### src/rtl/sys_timer_ctrl.sv
// rtl/sys_timer_ctrl.sv - machine timer compare/interrupt controller behind a single-outstanding register port
// Holds mtimecmp, enable and fire count; drives mtip and serves a tear-free mtime read via a high-word snapshot.
module sys_timer_ctrl #(
  parameter int ADDR_W = 5,
  parameter int CNT_W  = 8
) (
  input  logic              clk,
  input  logic              rst_n,
  input  logic [31:0]       time_lo,
  input  logic [31:0]       time_hi,
  input  logic              req_valid,
  output logic              req_ready,
  input  logic              req_we,
  input  logic [ADDR_W-1:0] req_addr,
  input  logic [31:0]       req_wdata,
  output logic              rsp_valid,
  input  logic              rsp_ready,
  output logic [31:0]       rsp_rdata,
  output logic              rsp_err,
  output logic              mtip
);

  localparam logic [ADDR_W-1:0] A_CMP_LO   = ADDR_W'(32'h00);
  localparam logic [ADDR_W-1:0] A_CMP_HI   = ADDR_W'(32'h04);
  localparam logic [ADDR_W-1:0] A_CTRL     = ADDR_W'(32'h08);
  localparam logic [ADDR_W-1:0] A_STATUS   = ADDR_W'(32'h0C);
  localparam logic [ADDR_W-1:0] A_MTIME_LO = ADDR_W'(32'h10);
  localparam logic [ADDR_W-1:0] A_MTIME_HI = ADDR_W'(32'h14);
  localparam logic [CNT_W-1:0]  CNT_MAX    = '1;

  typedef enum logic {S_IDLE = 1'b0, S_RESP = 1'b1} state_t;

  state_t            r_state;
  state_t            w_state_next;
  logic [31:0]       r_cmp_lo;
  logic [31:0]       r_cmp_hi;
  logic              r_en;
  logic [CNT_W-1:0]  r_cnt;
  logic [31:0]       r_snap_hi;
  logic              r_mtip;
  logic [31:0]       r_rdata;
  logic              r_err;

  logic              w_hit;
  logic              w_fire;
  logic              w_rise;
  logic              w_accept;
  logic              w_bad;
  logic              w_wr;
  logic              w_clr;
  logic              w_snap;
  logic [31:0]       w_status;
  logic [31:0]       w_rdata;

  assign w_hit  = {time_hi, time_lo} >= {r_cmp_hi, r_cmp_lo};
  assign w_fire = r_en & w_hit;
  // The count tracks the edge at which mtip itself goes high.
  assign w_rise = w_fire & ~r_mtip;

  assign w_accept = (r_state == S_IDLE) && req_valid;
  assign w_bad    = (req_addr[1:0] != 2'b00) || (req_addr > A_MTIME_HI) ||
                    (req_we && ((req_addr == A_MTIME_LO) || (req_addr == A_MTIME_HI)));
  assign w_wr     = w_accept && req_we && !w_bad;
  assign w_clr    = w_wr && (req_addr == A_STATUS);
  assign w_snap   = w_accept && !req_we && !w_bad && (req_addr == A_MTIME_LO);

  always_comb begin
    w_status              = '0;
    w_status[8 +: CNT_W]  = r_cnt;
    w_status[0]           = w_hit;
  end

  always_comb begin
    w_rdata = '0;
    if (!req_we && !w_bad) begin
      case (req_addr)
        A_CMP_LO:   w_rdata = r_cmp_lo;
        A_CMP_HI:   w_rdata = r_cmp_hi;
        A_CTRL:     w_rdata = {31'b0, r_en};
        A_STATUS:   w_rdata = w_status;
        A_MTIME_LO: w_rdata = time_lo;
        A_MTIME_HI: w_rdata = r_snap_hi;
        default:    w_rdata = '0;
      endcase
    end
  end

  always_ff @(posedge clk or negedge rst_n) begin
    if (!rst_n) begin
      r_state <= S_IDLE;
    end else begin
      r_state <= w_state_next;
    end
  end

  always_comb begin
    w_state_next = r_state;
    case (r_state)
      S_IDLE:  if (req_valid) w_state_next = S_RESP;
      S_RESP:  if (rsp_ready) w_state_next = S_IDLE;
      default: w_state_next = S_IDLE;
    endcase
  end

  always_comb begin
    req_ready = (r_state == S_IDLE);
    rsp_valid = (r_state == S_RESP);
  end

  always_ff @(posedge clk or negedge rst_n) begin
    if (!rst_n) begin
      r_rdata <= '0;
      r_err   <= 1'b0;
    end else if (w_accept) begin
      r_rdata <= w_rdata;
      r_err   <= w_bad;
    end
  end

  always_ff @(posedge clk or negedge rst_n) begin
    if (!rst_n) begin
      r_cmp_lo  <= '1;
      r_cmp_hi  <= '1;
      r_en      <= 1'b0;
      r_snap_hi <= '0;
    end else begin
      if (w_wr && (req_addr == A_CMP_LO)) r_cmp_lo <= req_wdata;
      if (w_wr && (req_addr == A_CMP_HI)) r_cmp_hi <= req_wdata;
      if (w_wr && (req_addr == A_CTRL))   r_en     <= req_wdata[0];
      if (w_snap)                         r_snap_hi <= time_hi;
    end
  end

  always_ff @(posedge clk or negedge rst_n) begin
    if (!rst_n) begin
      r_mtip <= 1'b0;
      r_cnt  <= '0;
    end else begin
      r_mtip <= w_fire;
      if (w_clr) begin
        r_cnt <= '0;
      end else if (w_rise && (r_cnt != CNT_MAX)) begin
        r_cnt <= r_cnt + 1'b1;
      end
    end
  end

  assign rsp_rdata = r_rdata;
  assign rsp_err   = r_err;
  assign mtip      = r_mtip;

endmodule

### config.mk
export PLATFORM = sky130hd
export DESIGN_NAME = sys_timer_ctrl
export DESIGN_NICKNAME = d
export VERILOG_FILES = /design/src/rtl/sys_timer_ctrl.sv
export SDC_FILE = /design/constraint.sdc
export NUM_CORES = 1
export LEC_CHECK = 0
export ABC_CLOCK_PERIOD_IN_PS = 4600
export CORE_MARGIN = 4
export CORE_UTILIZATION = 35
export CTS_BUF_LIST = sky130_fd_sc_hd__clkbuf_4 sky130_fd_sc_hd__clkbuf_8
export DETAILED_ROUTE_END_ITERATION = 12
export RECOVER_POWER = 25
export SLEW_MARGIN = 20
export SYNTH_ARGS = -nofsm -noshare
export SYNTH_HDL_FRONTEND = slang
export SYNTH_SLANG_ARGS = --single-unit
### constraint.sdc
create_clock -name clk -period 4.6 [get_ports clk]
set_input_delay 0.46 -clock clk [delete_from_list [all_inputs] [get_ports clk]]
set_output_delay 0.46 -clock clk [all_outputs]
set_load 0.01 [all_outputs]
==> results.yml <==
final_layout:
  final_common_cell: "clkdlybuf4s50_1"
  drive_gt1_share_pct: 24.71
  diodes: 0
  final_nets: 1024
  finish.utilization_pct: 45.84
  area_delta_synth_final_pct: 28.43
  instances_no_fill: 1146
  regArea_um2: 3583
  fill_cells: 2119
  final_cell_mix: "clkdlybuf4s50_1 (140), mux2_2 (97), dfrtp_1 (76)"
  multi_input_area_um2: 3817
pwr:
  leakage_uw: 0.004195
  ir_drop_uv: 148.0
  power.density_nw_per_um2: 278.6
logic_synthesis:
  synth_fp_nets: 880
  synth.distinct_cells: 45
  seq_area_frac_synth_pct: 46.01
  synth_area_leaders: "dfrtp_1 (24%), dfstp_2 (22%), mux2_2 (14%)"
  synth_area_per_cell_um2: 10.99
  synth_flop_cell: "dfrtp_1"
  post-synth-top-area-cell: "dfrtp_1"
  ys_seq_elements: 140
  syn_inst: 709
  synth_enable_flop_cells: 0
  synth.cell_area_um2: 7789
  async_flop_share_pct: 100.0
  yosys_warnings: 0
  post-synth-top-area-fraction_pct: 24.42
setup_path:
  critical_path.startpoint: "r_cmp_hi[6]"
  cp.arrival_ns: 3.61
  cp_num_buf_inv: 1
  r2r-end: "r_cnt[2]"
  crit_path_max_fanout: 15
  crit_chain: "inv_1 > ha_1 > nand4_2 > nor4_2 > nand4_1 > o2111ai_1 > nand2_1 > a21oi_2 > a21oi_1 > a31o_2"
  crit_type: "flop to flop"
  slowest_stage: "dfstp_2"
  required_ns: 4.94
  crit_path_max_incr_delay_ns: 0.55
  crit_family: "compound AO/OA/AOI/OAI gates"
  reg2reg_from: "r_cmp_hi[6]"
  end_kind: "flop"
  start_kind: "flop"
  critPathCapture: "r_cnt[2]"
  reg2reg_setup_slack_ns: 1.33
  reg2reg_depth: 10
  cp_num_cells: 10
die:
  num_rows: 54
  start_util_pct: 35.69
  dieArea_um2: 24700
  die_w_um: 157.2
  coreArea_um2: 21820
  dieHeight_um: 157.2
  ioPinCount: 142
clocking:
  insertion_delay_ns: 0.45
  cts_tree: "built"
  numCtsBuffers: 17
  htreeDepth: 4
  cts_buffer_depth: 2
  clk_pin_slew_ns: 0.08
  cts_num_sinks: 140
  cts_setup_buffers: 0
  clockRootBuffer: "clkbuf_8"
placed_design:
  gp_congestion: 0.8083
  placedCellCount: 1113
  port_buffers: 141
  dp_slack_ns: 0.9347
  dp_hpwl_um: 16390
drt:
  ant_nets: 0
  drcViolationCount: 0
  dr.pass1.iters: 4
  drtIter0Drc: 238
  avgViaCountPerCell: 5.247
  vias: 6013
  routedWlPerCell_um: 19.70
  routed_wl_um: 22580
global_routing:
  grt_overflow: 0
  grt_max_degree: 57
  grt_pass1_wl_um: 35570
  grt_use_total_pct: 18.79
  grt_pass1_vias: 6291
  antenna_found_initial: 0
sta:
  setup_violations: 0
  fin_crit_sh_pct: 71.01
  finalHoldViolCount: 0
  max_freq_mhz: 306.1
  slew_headroom_pct: -52.76
  worst_pin_slew_ns: 2.291
  finalClockSkew_ns: 0.01219
  fin_ws_ns: 1.333
  rsz0062_at_grt: "false"
  setup-tns-final_ns: 0
  period_needed_ns: 3.267
  maxSlewViolCount: 77
hold_path:
  hold_depth: 2
  hp-class: "flop to flop"
status:
  violations: "capacitance limit, slew limit"
  status: "finished, violations left"
run:
  maxCapViolations: 2
power by group:
group / internal (uW) / total [uW] / leakage [uW] / switching [uW]
sequential: 1270 / 1290 / 0.00170 / 19.2
combinational: 159 / 320 / 0.00226 / 162
clock: 693 / 1180 / 0.000235 / 488
total: 2120 / 2790 / 0.00419 / 669
cell usage after synthesis (3+ instances only):
cell and number:
and4_1 5, o21ai_0 41, nand2b_1 5, buf_2 14, nand3_1 10, dfrtp_1 76, mux2i_1 8, a21oi_1 29
a221oi_1 31, mux2_2 97, and3_1 9, clkbuf_1 10, dfstp_2 64, o22ai_1 4, buf_1 5, ha_1 65
nor3_1 3, and2_1 6, nand2_1 69, inv_1 68, nand4_1 6, nor2_1 16, a22o_1 39, a21o_1 6
sequential cells by signal (all words and copies together) (netlist names):
signal / count
r_cmp_hi: 32
r_cmp_lo: 32
r_snap_hi: 32
rsp_rdata: 32
r_cnt: 8
mtip: 1
r_en: 1
rsp_err: 1
rsp_valid: 1
stage by stage:
| step | hold slack (ns) | total power [uW] | area [um^2] |
|---|---|---|---|
| detailed placement | 0.4656 | 1631 | 9529 |
| CTS | 0.4884 | 2823 | 10010 |
| global route | 0.5099 | 2909 | 10000 |
| global placement | 0.4623 | 1630 | 9529 |
| floorplan | 0.1644 | 1425 | 7789 |
| finish | 0.4799 | 2787 | 10000 |
what timing repair did:
item | in CTS | in global routing
endpoints found under the setup margin | 0 | 0
hold buffers | 1 | 0
endpoints found under the hold margin | 31 | 0
resized for setup | 0 | 0
worst min path at each step:
stage / from / to / slack [ns]
final: rsp_rdata[17] / rsp_rdata[17] / 0.48
after global placement: rst_n / rsp_rdata[8] / 0.46
after global routing: rsp_rdata[9] / rsp_rdata[9] / 0.51
after floorplan: rst_n / mtip / 0.16
after detailed placement: rst_n / rsp_rdata[8] / 0.47
after CTS: rsp_rdata[17] / rsp_rdata[17] / 0.49
layout make-up:
| type | instances | area share, % |
|---|---|---|
| Clock buffer | 21 | 2.827 |
| Tap cell | 280 | 3.502 |
| Clock inverter | 11 | 1.889 |
| Timing Repair Buffer | 155 | 15.25 |
| Inverter | 68 | 2.552 |
| Multi-Input combinational cell | 471 | 38.16 |
| Sequential cell | 140 | 35.82 |
worst register-to-register path: stages (launching register included):
cell	delay (ns)
dfstp_2	0.55
inv_1	0.04
ha_1	0.32
nand4_2	0.16
nor4_2	0.42
nand4_1	0.26
o2111ai_1	0.35
nand2_1	0.13
a21oi_2	0.54
a21oi_1	0.15
a31o_2	0.23
cell families after synthesis:
logic type      synth area share (%)
simple gates                   8.418
buf+inv                        5.044
fa+ha+maj                      10.44
xor+xnor                      0.1125
compound gates                 14.92
mux                            15.05
flops                          46.01
layer usage:
metal,GRT usage [%],vias up,wire length (um)
li1,-,2866,-
met4,5.285,0,376
met1,25.18,2985,10350
met2,31.24,132,10890
met3,3.519,30,962
met5,0,-,0
Power figures use the tool's default switching activity.
